<file path="src/rtl/pu_output_packer_pkg.sv">
// Shared sizing and FSM encodings for the PU output packer.
package pu_output_packer_pkg;

  localparam int OP_WIDTH   = 16;
  localparam int NUM_PE     = 8;
  localparam int DATA_WIDTH = NUM_PE * OP_WIDTH;
  localparam int AXI_DATA_W = 64;
  localparam int FIFO_DEPTH = 8;
  localparam int COUNT_W    = 16;

  typedef enum logic [1:0] {
    ST_IDLE = 2'd0,
    ST_RUN  = 2'd1,
    ST_DONE = 2'd2
  } pk_state_e;

  // Beats needed to move one row through the narrower memory port.
  function automatic int beats_per_row(input int data_w, input int axi_w);
    return data_w / axi_w;
  endfunction

  // Index width that stays legal when a row is a single beat.
  function automatic int idx_width(input int n);
    return (n > 1) ? $clog2(n) : 1;
  endfunction

endpackage

</file>
<file path="src/rtl/pu_out_fifo.sv">
// Register-based row FIFO with show-ahead head and registered occupancy.
module pu_out_fifo #(
  parameter  int DEPTH = 8,
  parameter  int DW    = 128,
  localparam int PTR_W = $clog2(DEPTH),
  localparam int CNT_W = PTR_W + 1
) (
  input  logic             clk,
  input  logic             reset,
  input  logic             push_i,
  input  logic             pop_i,
  input  logic [DW-1:0]    wdata_i,
  output logic [DW-1:0]    head_o,
  output logic             full_o,
  output logic             empty_o,
  output logic [CNT_W-1:0] count_o
);

  logic [DEPTH-1:0][DW-1:0] mem_q;
  logic [PTR_W-1:0]         wr_ptr_q, rd_ptr_q;
  logic [CNT_W-1:0]         count_q, count_d;
  logic                     do_push, do_pop;

  assign full_o  = (count_q == CNT_W'(DEPTH));
  assign empty_o = (count_q == '0);
  assign count_o = count_q;
  assign head_o  = mem_q[rd_ptr_q];

  // Full is judged on the registered count, so a same-cycle pop never frees a slot.
  assign do_push = push_i && !full_o;
  assign do_pop  = pop_i && !empty_o;

  always_comb begin
    count_d = count_q;
    case ({do_push, do_pop})
      2'b10:   count_d = count_q + CNT_W'(1);
      2'b01:   count_d = count_q - CNT_W'(1);
      default: count_d = count_q;
    endcase
  end

  always_ff @(posedge clk or posedge reset) begin
    if (reset) begin
      wr_ptr_q <= '0;
      rd_ptr_q <= '0;
      count_q  <= '0;
    end else begin
      if (do_push) wr_ptr_q <= wr_ptr_q + PTR_W'(1);
      if (do_pop)  rd_ptr_q <= rd_ptr_q + PTR_W'(1);
      count_q <= count_d;
    end
  end

  // Payload storage needs no reset: it is only observed through a valid head.
  always_ff @(posedge clk) begin
    if (do_push) mem_q[wr_ptr_q] <= wdata_i;
  end

endmodule

</file>
<file path="src/rtl/pu_output_packer.sv">
// Buffers PE-row results and serializes them into memory write beats per layer.
module pu_output_packer
  import pu_output_packer_pkg::*;
#(
  parameter  int OP_W    = OP_WIDTH,
  parameter  int N_PE    = NUM_PE,
  parameter  int AXI_W   = AXI_DATA_W,
  parameter  int DEPTH   = FIFO_DEPTH,
  parameter  int CNT_ROW = COUNT_W,
  localparam int DW      = OP_W * N_PE,
  localparam int BEATS   = beats_per_row(DW, AXI_W),
  localparam int BIDX_W  = idx_width(BEATS),
  localparam int FCNT_W  = $clog2(DEPTH) + 1
) (
  input  logic               clk,
  input  logic               reset,
  input  logic [DW-1:0]      pu_write_data,
  input  logic               pu_write_req,
  output logic               pu_write_ready,
  input  logic               layer_start,
  input  logic [CNT_ROW-1:0] layer_rows,
  output logic [AXI_W-1:0]   mem_wr_data,
  output logic               mem_wr_valid,
  input  logic               mem_wr_ready,
  output logic               mem_wr_last,
  output logic               layer_done,
  output logic [FCNT_W-1:0]  fifo_count,
  output logic               overflow_err
);

  pk_state_e                      state_q, state_d;
  logic [CNT_ROW-1:0]             rows_left_q, rows_left_d;
  logic [BIDX_W-1:0]              beat_idx_q, beat_idx_d;
  logic                           overflow_q;
  logic                           fifo_full, fifo_empty, pop;
  logic                           beat_acc, last_beat;
  logic [DW-1:0]                  head;
  logic [BEATS-1:0][AXI_W-1:0]    head_beats;

  pu_out_fifo #(
    .DEPTH (DEPTH),
    .DW    (DW)
  ) u_fifo (
    .clk     (clk),
    .reset   (reset),
    .push_i  (pu_write_req),
    .pop_i   (pop),
    .wdata_i (pu_write_data),
    .head_o  (head),
    .full_o  (fifo_full),
    .empty_o (fifo_empty),
    .count_o (fifo_count)
  );

  assign pu_write_ready = !fifo_full;
  assign overflow_err   = overflow_q;

  // Low slice of the row goes out first.
  assign head_beats   = head;
  assign last_beat    = (beat_idx_q == BIDX_W'(BEATS - 1));
  assign mem_wr_valid = (state_q == ST_RUN) && !fifo_empty;
  assign mem_wr_data  = mem_wr_valid ? head_beats[beat_idx_q] : '0;
  assign mem_wr_last  = mem_wr_valid && (rows_left_q == CNT_ROW'(1)) && last_beat;
  assign layer_done   = (state_q == ST_DONE);
  assign beat_acc     = mem_wr_valid && mem_wr_ready;

  always_comb begin
    state_d     = state_q;
    rows_left_d = rows_left_q;
    beat_idx_d  = beat_idx_q;
    pop         = 1'b0;
    case (state_q)
      ST_IDLE: begin
        if (layer_start) begin
          rows_left_d = layer_rows;
          beat_idx_d  = '0;
          state_d     = (layer_rows == '0) ? ST_DONE : ST_RUN;
        end
      end
      ST_RUN: begin
        if (beat_acc) begin
          if (last_beat) begin
            beat_idx_d  = '0;
            pop         = 1'b1;
            rows_left_d = rows_left_q - CNT_ROW'(1);
            if (rows_left_q == CNT_ROW'(1)) state_d = ST_DONE;
          end else begin
            beat_idx_d = beat_idx_q + BIDX_W'(1);
          end
        end
      end
      ST_DONE: state_d = ST_IDLE;
      default: state_d = ST_IDLE;
    endcase
  end

  always_ff @(posedge clk or posedge reset) begin
    if (reset) begin
      state_q     <= ST_IDLE;
      rows_left_q <= '0;
      beat_idx_q  <= '0;
      overflow_q  <= 1'b0;
    end else begin
      state_q     <= state_d;
      rows_left_q <= rows_left_d;
      beat_idx_q  <= beat_idx_d;
      // A request against a full FIFO is dropped; remember that it happened.
      if (pu_write_req && fifo_full) overflow_q <= 1'b1;
    end
  end

endmodule

</file>
<file path="config.mk">
export PLATFORM = sky130hd
export DESIGN_NAME = pu_output_packer
export DESIGN_NICKNAME = d
export VERILOG_FILES = /design/src/rtl/pu_output_packer_pkg.sv /design/src/rtl/pu_out_fifo.sv /design/src/rtl/pu_output_packer.sv
export SDC_FILE = /design/constraint.sdc
export NUM_CORES = 1
export LEC_CHECK = 0
export ABC_AREA = 1
export CORE_MARGIN = 3
export CORE_UTILIZATION = 25
export CTS_BUF_LIST = sky130_fd_sc_hd__clkbuf_2 sky130_fd_sc_hd__clkbuf_4 sky130_fd_sc_hd__clkbuf_8
export DETAILED_ROUTE_END_ITERATION = 16
export PLACE_DENSITY = 0.43
export SETUP_SLACK_MARGIN = 0.5
export SYNTH_ARGS = -nofsm -noshare
export SYNTH_HDL_FRONTEND = slang
export SYNTH_SLANG_ARGS = --single-unit
</file>
<file path="constraint.sdc">
create_clock -name clk -period 7.3 [get_ports clk]
set_clock_uncertainty 0.1 [all_clocks]
set_input_delay 1.095 -clock clk [delete_from_list [all_inputs] [get_ports clk]]
set_output_delay 1.095 -clock clk [all_outputs]
set_load 0.01 [all_outputs]
</file>
==> summary.md <==
| Metric | Value |
|---|---|
| Worst skew pair latency | 0.89 ns |
| FILL cells | 18300 |
| DRT iter0 DRCs | 2116 |
| Drt first pass iters | 5 |
| Layout area overhead | 18.1% |
| Yosys top cell area share | 69.1% |
| DR WL/cell | 20.2 µm |
| Post-synthesis sequential area ratio | 70.8% |
| Worst-path cell chain | buf_4 > buf_4 > nor2_1 > nor2_1 > o21ai_0 > nand3_1 > nand3_1 > a21oi_1 > clkdlybuf4s50_1 |
| WP buf/inv | 3 |
| Pwr per Cell Area | 409 nW/µm² |
| Die Width | 428 µm |
| Yosys reg bits | 1054 |
| Worst Slack Setup Final | 1.57 ns |
| RSZ-0062 raised after global routing | no |
| Row count | 154 |
| Full die area | 183000 µm² |
| Total Routing Usage GR | 14.9% |
| Cts hold-fix bufs | 0 |
| Leakage power total | 20.5 nW |
| Syn Inst Count | 4185 |
| Clk sinks | 1054 |
| Post-DP HPWL | 72900 µm |
| DIE HEIGHT | 428 µm |
| Switching Share | 40.3% |
| Dominant cell type by area after synthesis | edfxtp_1 |
| Finished Core Util | 29.8% |
| Initial antenna violation count | 46 |
| Global-route wire length before repair | 202000 µm |
| Synth cell types | 27 |
| Residual DRC | 0 |
| GPL Wtd Cong | 0.747 |
| Final Cycle Share | 78.5% |
| Clock root buffer | clkbuf_8 |
| TritonCTS clock tree | yes |
| DR vias | 29500 |
| Core Region | 176000 µm² |
| Share of cells above drive strength 1 | 7.31% |
| Starting Density | 25.2% |
| Avg Cell Area, Syn | 10.6 µm² |
| Crit path launch type | register |
| Antenna-violating nets left | 0 |
| Pre-CTS setup slack | 2.47 ns |
| CTS clk-pin slew, worst paths | 0.06 ns |
| Net count after synthesis | 4342 |
| Vias per std cell | 4.29 |
| TritonCTS Buffers | 183 |
| Tmin final | 5.73 ns |
| Postcts setup bufs | 0 |
| Final #Nets | 4567 |
| Crit path max fanout | 70 |
| GRT Residual Overflow | 0 |
| HP Class | reg -> reg |
| Relative slew slack | 23.3% |
| Pin count of the biggest net entering global routing | 223 |
| Mapped Area | 44500 µm² |
| Maximum VDD drop | 0.365 mV |
| Number of top-level pins | 222 |
| Critical Path AT | 4.54 ns |
| Max Cap Viol | 0 |
| Clock Tree Buf Depth | 3 |
| Tightest Pin Transition | 1.15 ns |
| FMAX | 174 MHz |
| Critical Path RT | 6.11 ns |
| Top Family by Delay on Critical Path | buffers and inverters |
| Port Buffers | 221 |
| Share of flip-flops with an asynchronous set or reset | 2.85% |
| Total wire length | 139000 µm |
| Multi-input gate area | 10500 µm² |
| Status | finished, final reports clean |
| Number of synthesized flops with an enable pin | 1024 |
| Post-CTS sizing | 0 |
| Critical path's largest stage delay | 0.77 ns |
| Logic pwr share | 39.4% |
| NetSw | 8.68 mW |
| H-Tree Depth | 4 |
| Vias in the first global route | 28600 |
| Final setup vio count | 0 |
| Setup CP Type | reg -> out |
| Final hold vios | 0 |
| Seq pwr share | 37.2% |
| Clock Power Share | 23.5% |
| Crit-path slowest cell | buf_4 |
| Area contributors post-synth | edfxtp_1, nand2_1, nand3_1 |
| Count of pins over their slew limit | 0 |
| Primary FF master, synth | edfxtp_1 |
| YS warnings | 0 |
| CP Capture Type | output port |
| Sequential cell area | 31500 µm² |
| Pint | 12.8 mW |
[worst paths after layout]
kind	from	endpoint	slack, ns	depth (start not counted)
min in group asynchronous	reset	rows_left_q[14]	0.54	3
worst max-delay path	u_fifo.rd_ptr_q[0]	mem_wr_data[47]	1.57	9
worst max register to register	state_q[1]	u_fifo.count_o[3]	3.47	15
worst min register to register	overflow_err	overflow_err	0.38	1
worst min-delay path	overflow_err	overflow_err	0.38	1
max in group asynchronous	reset	u_fifo.rd_ptr_q[0]	6.14	3
[Yosys cell counts (all sizes together) (2+ instances only)]
master and count:
nand2 1511, edfxtp 1024, nand3 597, inv 421
nor2 196, buf 139, clkbuf 86, o21ai 85
a21oi 70, dfrtp 30, ha 7, nand3b 5
nor3 3, xor2 3, nand4 2
[kinds of logic (layout without fill, tap and decap cells)]
logic type,count (synthesis),count (layout),share of synthesized area (%)
flops,1054,1054,70.8
xor+xnor,4,4,0.0787
fa+ha+maj,8,8,0.242
other cells,0,15,0
buf+inv,646,989,5.85
compound gates,158,158,1.79
simple gates,2315,2315,21.3
[per-stage QoR]
step | area [µm²] | total power [mW] | hold WS [ns] | instances | setup TNS, ns
finish | 52600 | 21.5 | 0.376 | 6883 | 0
global route | 52600 | 22.9 | 0.419 | 6877 | 0
CTS | 52500 | 21.9 | 0.382 | 6868 | 0
detailed placement | 49200 | 16.8 | 0.365 | 6565 | 0
global placement | 49200 | 16.8 | 0.361 | 6565 | 0
floorplan | 44500 | 13.0 | 0.356 | 4185 | -126.62
[registers in the layout, summed over array words and instances (netlist names)]
name	flops
u_fifo.wr_ptr_q	3
rows_left_q	16
beat_idx_q	1
u_fifo.mem_q	1024
overflow_err	1
u_fifo.count_o	4
u_fifo.rd_ptr_q	3
state_q	2
[final cells by class]
type | count | share of cell area, %
antenna | 15 | 0.0714
clock buffer | 249 | 5.78
clock inverter | 54 | 0.485
inverter | 421 | 3.06
multi-input combinational | 2485 | 19.9
sequential | 1054 | 59.9
tap | 2340 | 5.57
timing repair buffer | 265 | 5.17
[power groups by stage]
stage / clock network (mW) / registers, mW / logic (mW)
after floorplan: 0 / 8.05 / 4.91
after global placement: 0 / 8.11 / 8.65
after detailed placement: 0 / 8.12 / 8.64
after CTS: 5.24 / 8.00 / 8.68
after global routing: 5.49 / 8.07 / 9.34
final: 5.05 / 8.00 / 8.47
[placed cells by master (no fill, tap or decap), drive strengths merged, types with 30 or more instances in the layout]
master | netlist | routed
a21oi | 70 | 70
buf | 139 | 44
clkbuf | 86 | 249
clkdlybuf4s50 | 0 | 221
clkinv | 0 | 44
dfrtp | 30 | 30
edfxtp | 1024 | 1024
inv | 421 | 425
nand2 | 1511 | 1511
nand3 | 597 | 597
nor2 | 196 | 196
o21ai | 85 | 85
[metal layers]
layer / wire, µm / GRT usage [%] / vias up / part of all wire, %
met5: 100 / 0 / - / 0.072
met4: 3930 / 5.25 / 14 / 2.8
met3: 7480 / 3.44 / 230 / 5.4
met2: 64800 / 24.1 / 682 / 47
met1: 62800 / 19.7 / 14300 / 45
li1: - / - / 14300 / -
Power figures use the tool's default switching activity.
